File: config.mk
export PLATFORM = sky130hd
export DESIGN_NAME = ball_motion_controller
export DESIGN_NICKNAME = d
export VERILOG_FILES = /design/src/rtl/ball_motion_controller.sv
export SDC_FILE = /design/constraint.sdc
export NUM_CORES = 1
export LEC_CHECK = 0
export ABC_AREA = 1
export CAP_MARGIN = 10
export CELL_PAD_IN_SITES_DETAIL_PLACEMENT = 0
export CELL_PAD_IN_SITES_GLOBAL_PLACEMENT = 2
export CORE_MARGIN = 1
export CORE_UTILIZATION = 33
export CTS_CLUSTER_SIZE = 8
export DETAILED_ROUTE_END_ITERATION = 10
export PLACE_DENSITY_LB_ADDON = 0.05
export SLEW_MARGIN = 40
export SYNTH_ARGS = -nofsm -noshare
export SYNTH_HDL_FRONTEND = slang
export SYNTH_SLANG_ARGS = --single-unit
File: constraint.sdc
create_clock -name clk7_159 -period 4.4 [get_ports clk7_159]
set_clock_uncertainty 0.15 [all_clocks]
set_input_delay 0.88 -clock clk7_159 [delete_from_list [all_inputs] [get_ports clk7_159]]
set_output_delay 0.88 -clock clk7_159 [all_outputs]
set_load 0.005 [all_outputs]
File: src/rtl/ball_motion_controller.sv
// ball_motion_controller: Pong ball serve timing, direction, hit-count speed ramp and
// miss/score detection, driving the {ba,aa} speed code and serve into the ball H counter.
module ball_motion_controller #(
    parameter int unsigned SERVE_FRAMES = 64,
    parameter int unsigned HIT_MED      = 4,
    parameter int unsigned HIT_FAST     = 12
) (
    input  logic       clk7_159,
    input  logic       _reset,
    input  logic       line_tick,
    input  logic       frame_tick,
    input  logic       _attract,
    input  logic       hit_left,
    input  logic       hit_right,
    input  logic       miss_left,
    input  logic       miss_right,
    output logic       aa,
    output logic       ba,
    output logic       serve,
    output logic       dir,
    output logic [3:0] hit_count,
    output logic       score_left,
    output logic       score_right
);
    typedef enum logic [1:0] {S_SERVE, S_PLAY, S_ATTRACT} state_t;

    state_t      state_q, state_d;
    logic [7:0]  timer_q, timer_d;
    logic [1:0]  phase_q, phase_d;
    logic [1:0]  code_q, code_d;
    logic [3:0]  hc_q, hc_d, hc_inc;
    logic [1:0]  level;
    logic        dir_q, dir_d;
    logic        serve_q, serve_d;
    logic        score_l_q, score_l_d;
    logic        score_r_q, score_r_d;
    logic        motion;

    always_comb begin
        level   = (hc_q < 4'(HIT_MED)) ? 2'd1 : (hc_q < 4'(HIT_FAST)) ? 2'd2 : 2'd3;
        hc_inc  = (hc_q == 4'hf) ? hc_q : hc_q + 4'd1;
        motion  = (state_q != S_SERVE) && (phase_q < level);
        phase_d = frame_tick ? 2'd0 : phase_q + 2'(line_tick);
        code_d  = line_tick ? (motion ? (dir_q ? 2'b01 : 2'b11) : 2'b10) : code_q;
        state_d   = state_q;
        timer_d   = 8'd0;
        dir_d     = dir_q;
        hc_d      = hc_q;
        score_l_d = 1'b0;
        score_r_d = 1'b0;
        case (state_q)
            S_SERVE: begin
                if (!_attract)
                    state_d = S_ATTRACT;
                else if (frame_tick && timer_q == 8'(SERVE_FRAMES - 1))
                    state_d = S_PLAY;
                else
                    timer_d = timer_q + 8'(frame_tick);
            end
            S_PLAY: begin
                // hits are tested first so a same-side hit beats a miss
                if (!_attract) begin
                    state_d = S_ATTRACT;
                end else if (hit_left && !dir_q) begin
                    dir_d = 1'b1;
                    hc_d  = hc_inc;
                end else if (hit_right && dir_q) begin
                    dir_d = 1'b0;
                    hc_d  = hc_inc;
                end else if (miss_left && !dir_q) begin
                    score_r_d = 1'b1;
                    hc_d      = 4'd0;
                    state_d   = S_SERVE;
                end else if (miss_right && dir_q) begin
                    score_l_d = 1'b1;
                    hc_d      = 4'd0;
                    state_d   = S_SERVE;
                end
            end
            S_ATTRACT: begin
                if (_attract) begin
                    state_d = S_SERVE;
                    hc_d    = 4'd0;
                end else if ((hit_left || miss_left) && !dir_q) begin
                    dir_d = 1'b1;
                end else if ((hit_right || miss_right) && dir_q) begin
                    dir_d = 1'b0;
                end
            end
            default: state_d = S_SERVE;
        endcase
        serve_d = (state_d == S_SERVE);
    end

    always_ff @(posedge clk7_159 or negedge _reset) begin
        if (!_reset) begin
            state_q   <= S_SERVE;
            timer_q   <= 8'd0;
            phase_q   <= 2'd0;
            code_q    <= 2'b10;
            hc_q      <= 4'd0;
            dir_q     <= 1'b1;
            serve_q   <= 1'b1;
            score_l_q <= 1'b0;
            score_r_q <= 1'b0;
        end else begin
            state_q   <= state_d;
            timer_q   <= timer_d;
            phase_q   <= phase_d;
            code_q    <= code_d;
            hc_q      <= hc_d;
            dir_q     <= dir_d;
            serve_q   <= serve_d;
            score_l_q <= score_l_d;
            score_r_q <= score_r_d;
        end
    end

    assign {ba, aa}    = code_q;
    assign serve       = serve_q;
    assign dir         = dir_q;
    assign hit_count   = hc_q;
    assign score_left  = score_l_q;
    assign score_right = score_r_q;
endmodule

==> results.toml, run 1 <==
[outcome]
status = "finished, final reports clean"

[cells_and_area]
postLayoutCellArea_sq_um = 1460
area_delta_synth_final_pct = 21.5
nets = 187
drive_gt1_frac = 0.129
antenna_cells = 0

[floorplan]
die_w_um = 62.4
dieArea_sq_um = 3900
io_pins = 19
coreArea_sq_um = 3420
initial_utilization = 0.353
placementRows = 21
die_h_um = 62.4

[critical_path]
rr_endpoint = "code_q[1]$_DFFE_PN1P_"
r2r_cells = 7
cpPeakStageDelay_ps = 600
worst-endpoint-arrival_ps = 1400
endpoint = "dir"
r2r-start = "hit_count[2]$_DFFE_PN0P_"
cp_num_cells = 1
start_kind = "flip-flop"
cp_cell_sequence = "clkdlybuf4s50_1"
path_max_fanout = 6
worstSetupEndpointType = "output port"
rrSetupSlack_ps = 2880
critPathSlowestCell = "dfstp_2"
critical_path_class = "flip-flop to output port"
path_delay_family = "flip-flops"
crit_start = "dir$_DFFE_PN1P_"
critPathBufInv = 1
crit_required_ps = 3370

[sta]
finalMaxSlewViolations = 0
slew_headroom = 0.656
fmax_ghz = 0.412
setup_viol = 0
max_slew.worst_pin.slew_ps = 515
fin_crit_ps = 2430
fin_tns_setup_ps = 0
hold_viol_final = 0
layout_worst_path_cycle_share = 0.552
rsz0062_at_grt = "false"

[routing]
first_iter_violations = 35
viasPerCell = 4.42
drcViolationCount = 0
postRouteWirelength_mm = 2.25
num_vias = 955
drt_pass1_iterations = 3
top_layer_used = "met4"
drt-met1-wl_mm = 1.11
wire_per_inst_um = 10.4
drtAntennaViolNets = 0
routed-wl-met3_um = 71
wl_met2_mm = 1.05

[yosys]
synth_edf_count = 0
synth-seq-area-share = 0.460
synth_area_sq_um = 1200
syn-instance-count = 148
synth_ff_type = "dfrtp_1"
synth_area_per_cell_sq_um = 8.14
synth_cell_types = 24
synthArstFlopShare = 1.00
synthesis.nets = 164
synth_seq_cells = 22
yosysWarnings = 0

[global_route]
grt_max_degree = 23
antenna_found_initial = 0
grt.total_usage = 0.138
grt_pass1_wl_mm = 4.24
grt_overflow = 0
first_global_vias = 966

[place]
gp_congestion = 0.696
place_area_sq_um = 1440
post-dp-hpwl_mm = 1.79
portBuffers = 18

[hold_path]
worstHoldPathCells = 2
hold_start = "code_q[0]$_DFFE_PN0P_"
worstHoldPathType = "flip-flop to flip-flop"

[clock_tree]
cts_made_buffers = 3
cts.path.max_buffers = 2
hold_buffers = 0
cts_resized = 0
numClockSinks = 22
h-tree-depth = 1
clockRootBuffer = "clkbuf_4"
clk_latency_ps = 300
clkTransAtPathRegs_ps = 120
cts_setup_buffers = 0
cts_tree = "built"

[run]
drv_cap = 0

[power_and_ir_drop]
power_leakage_nw = 0.695
p_per_area_nw_per_um2 = 268
irDropWorstVdd_mv = 0.131
==> Yosys cell counts (3+ instances only) <==
| master | instances | area share |
|---|---|---|
| a21oi_1 | 3 | 0.012 |
| dfrtp_1 | 19 | 0.39 |
| dfstp_2 | 3 | 0.065 |
| ha_1 | 7 | 0.073 |
| inv_1 | 15 | 0.047 |
| inv_2 | 5 | 0.016 |
| nand2_1 | 39 | 0.12 |
| nand2_2 | 3 | 0.016 |
| nand3_1 | 11 | 0.046 |
| nor2_1 | 18 | 0.056 |
| xnor2_1 | 3 | 0.022 |
| xor2_1 | 5 | 0.036 |
==> cell type report <==
cell class,instances,area [sq um]
Fill cell,369,1950
Multi-Input combinational cell,106,576
Sequential cell,22,554
Timing Repair Buffer,18,175
Inverter,20,75.1
Tap cell,46,57.6
Clock buffer,4,26.3
==> routing by layer <==
metal,up-vias,GRT usage
li1,510,-
met1,429,0.177
met2,14,0.228
met3,2,0.0255
met4,0,0.0523
met5,-,0
==> registers in the layout, indices dropped and copies added (netlist names) <==
| signal | flops |
|---|---|
| timer_q | 8 |
| hit_count | 4 |
| code_q | 2 |
| phase_q | 2 |
| state_q | 2 |
| dir | 1 |
| score_left | 1 |
| score_right | 1 |
| serve | 1 |
==> where the power goes <==
part / total, mW / leakage (nW) / switching (mW) / internal, mW
Clock: 0.0913 / 0.0150 / 0.0560 / 0.0353
Sequential: 0.226 / 0.291 / 0.0103 / 0.215
Combinational: 0.0759 / 0.389 / 0.0400 / 0.0360
==> worst min path at each step <==
stage / end / slack (ps)
2_1_floorplan: code_q[0]$_DFFE_PN0P_ / 320
3_3_place_gp: code_q[0]$_DFFE_PN0P_ / 320
3_5_place_dp: code_q[0]$_DFFE_PN0P_ / 330
4_1_cts: code_q[0]$_DFFE_PN0P_ / 360
5_1_grt: dir$_DFFE_PN1P_ / 380
6_report: code_q[0]$_DFFE_PN0P_ / 350
==> kinds of logic after synthesis <==
logic type	Yosys count	share of synthesized area
adder cells (fa/ha/maj)	7	0.0727
AO/OA/AOI/OAI	12	0.0613
AND/OR/NAND/NOR	79	0.286
buffers and inverters	20	0.0623
flip-flops	22	0.460
XOR/XNOR	8	0.0582
==> per-stage QoR <==
step           instances  power [mW]  utilization  hold WS (ps)  setup slack (ps)
6_report             216       0.393        0.429           352              1970
5_1_grt              216       0.423        0.429           380              1910
4_1_cts              216       0.404        0.429           359              1950
3_5_place_dp         212       0.307        0.421           326              1990
3_3_place_gp         212       0.308        0.422           316              2020
2_1_floorplan        148       0.268            -           322              2570
==> cells in the final DEF, fill, tap and decap left out, types with 2 or more instances in the layout <==
cell,Yosys,routed
o21ai_0,2,2
nand2_1,39,39
inv_1,15,15
o21ai_1,2,2
ha_1,7,7
inv_2,5,5
nand2_2,3,3
o21ai_2,2,2
nand3_1,11,11
nor2_1,18,18
dfstp_2,3,3
clkbuf_4,0,3
xor2_1,5,5
clkdlybuf4s50_1,0,17
a21oi_1,3,3
dfrtp_1,19,19
nor2_2,2,2
nor3_1,2,2
xnor2_1,3,3
(Power assumes the default switching activity.)
==> run 2: changes to the inputs <==
Settings changed: CORE_UTILIZATION 33 to 28.
Clock period 4.4 ns to 2.1 ns, I/O delays scaled along.
==> results.toml, run 2 (synthesis gave the netlist of run 1 again) <==
[outcome]
status = "finished, final reports clean"

[sta]
fmax_ghz = 0.518
hold_viol_final = 0
fin_tns_setup_ps = 0
max_slew.worst_pin.slew_ps = 297
rsz0062_at_grt = "false"
layout_worst_path_cycle_share = 0.920
slew_headroom = 0.802
setup_viol = 0
finalMaxSlewViolations = 0
fin_crit_ps = 1930

[run]
drv_cap = 0

[power_and_ir_drop]
irDropWorstVdd_mv = 0.277
p_per_area_nw_per_um2 = 677
power_leakage_nw = 0.725

[clock_tree]
cts_resized = 0
cts_setup_buffers = 0
clkTransAtPathRegs_ps = 90
cts_tree = "built"
clockRootBuffer = "clkbuf_8"
cts_made_buffers = 3
hold_buffers = 0
h-tree-depth = 1
cts.path.max_buffers = 2
clk_latency_ps = 260
numClockSinks = 22

[cells_and_area]
final_common_cell = "nand2_1"
layout_common_cells = "nand2_1 (39), dfrtp_1 (19), nor2_1 (18), clkdlybuf4s50_1 (18), inv_1 (15)"
nets = 189
postLayoutCellArea_sq_um = 1530
largest_reg_flops = 8
drive_gt1_frac = 0.140
antenna_cells = 0
n_fill_cell = 416
seq_area_sq_um = 554
multi_input_area_sq_um = 576
regMostFlops = "timer_q"
area_delta_synth_final_pct = 27.3

[critical_path]
path_max_fanout = 6
cp_num_cells = 1
critPathBufInv = 1
critical_path_class = "flip-flop to output port"
worst-endpoint-arrival_ps = 1360
r2r_cells = 7
crit_required_ps = 1530
path_delay_family = "flip-flops"
worstSetupEndpointType = "output port"
cpPeakStageDelay_ps = 590
cp_cell_sequence = "clkdlybuf4s50_1"
start_kind = "flip-flop"
critPathSlowestCell = "dfstp_2"

[routing]
first_iter_violations = 26
viasPerCell = 4.37
postRouteWirelength_mm = 2.50
drt_pass1_iterations = 4
drcViolationCount = 0
num_vias = 971
drtAntennaViolNets = 0
wire_per_inst_um = 11.2

[global_route]
grt_pass1_wl_mm = 4.46
grt.total_usage = 0.135
grt_util_met2 = 0.241
antenna_found_initial = 0
first_global_vias = 1021
grt_overflow = 0
met1_usage = 0.152
grt_max_degree = 23
top_usage_layer = "met2"
grt_util_met3 = 0.0405

[place]
portBuffers = 18
place_area_sq_um = 1460
post-dp-hpwl_mm = 1.90
gp_congestion = 0.681

[floorplan]
initial_utilization = 0.297
die_w_um = 67.6
dieArea_sq_um = 4570
die_h_um = 67.6
io_pins = 19
placementRows = 23
coreArea_sq_um = 4060

[hold_path]
worstHoldPathType = "flip-flop to flip-flop"
worstHoldPathCells = 2
[run 2: cell type report]
class | instances | share of cell area
well taps | 50 | 0.0408
clock buffers | 3 | 0.0269
flip-flops and latches | 22 | 0.361
inverters | 20 | 0.0489
repair buffers | 20 | 0.127
multi-input cells | 106 | 0.375
clock inverters | 1 | 0.0196
[run 2: worst paths after layout]
| path | slack [ps] | endpoint | startpoint |
|---|---|---|---|
| worst max register to register | 550 | code_q[1]$_DFFE_PN1P_ | hit_count[2]$_DFFE_PN0P_ |
| min in group asynchronous | 360 | hit_count[0]$_DFFE_PN0P_ | _reset |
| worst min-delay path | 340 | code_q[0]$_DFFE_PN0P_ | code_q[0]$_DFFE_PN0P_ |
| max in group asynchronous | 1160 | code_q[1]$_DFFE_PN1P_ | _reset |
| worst min register to register | 340 | code_q[0]$_DFFE_PN0P_ | code_q[0]$_DFFE_PN0P_ |
| worst max-delay path | 170 | dir | dir$_DFFE_PN1P_ |
[run 2: through the flow]
stage	total power, mW	setup slack, ps	hold slack, ps	utilization	std cells
finish	1.04	168	343	0.378	222
global route	1.10	118	368	0.378	222
CTS	1.06	152	351	0.378	222
detailed placement	0.652	149	330	0.360	218
global placement	0.649	177	316	0.360	218
floorplan	0.562	658	-25.6	-	148
[run 2: layer usage]
layer / share of wire / routed length, um
met5: 0 / 0
met2: 0.51 / 1270
met3: 0.029 / 72
met1: 0.45 / 1130
met4: 0.010 / 25
[run 2: report_power, final]
part	internal [mW]	total [mW]	switching, mW
Sequential	0.451	0.472	0.0211
Clock	0.255	0.401	0.146
Combinational	0.0789	0.166	0.0873
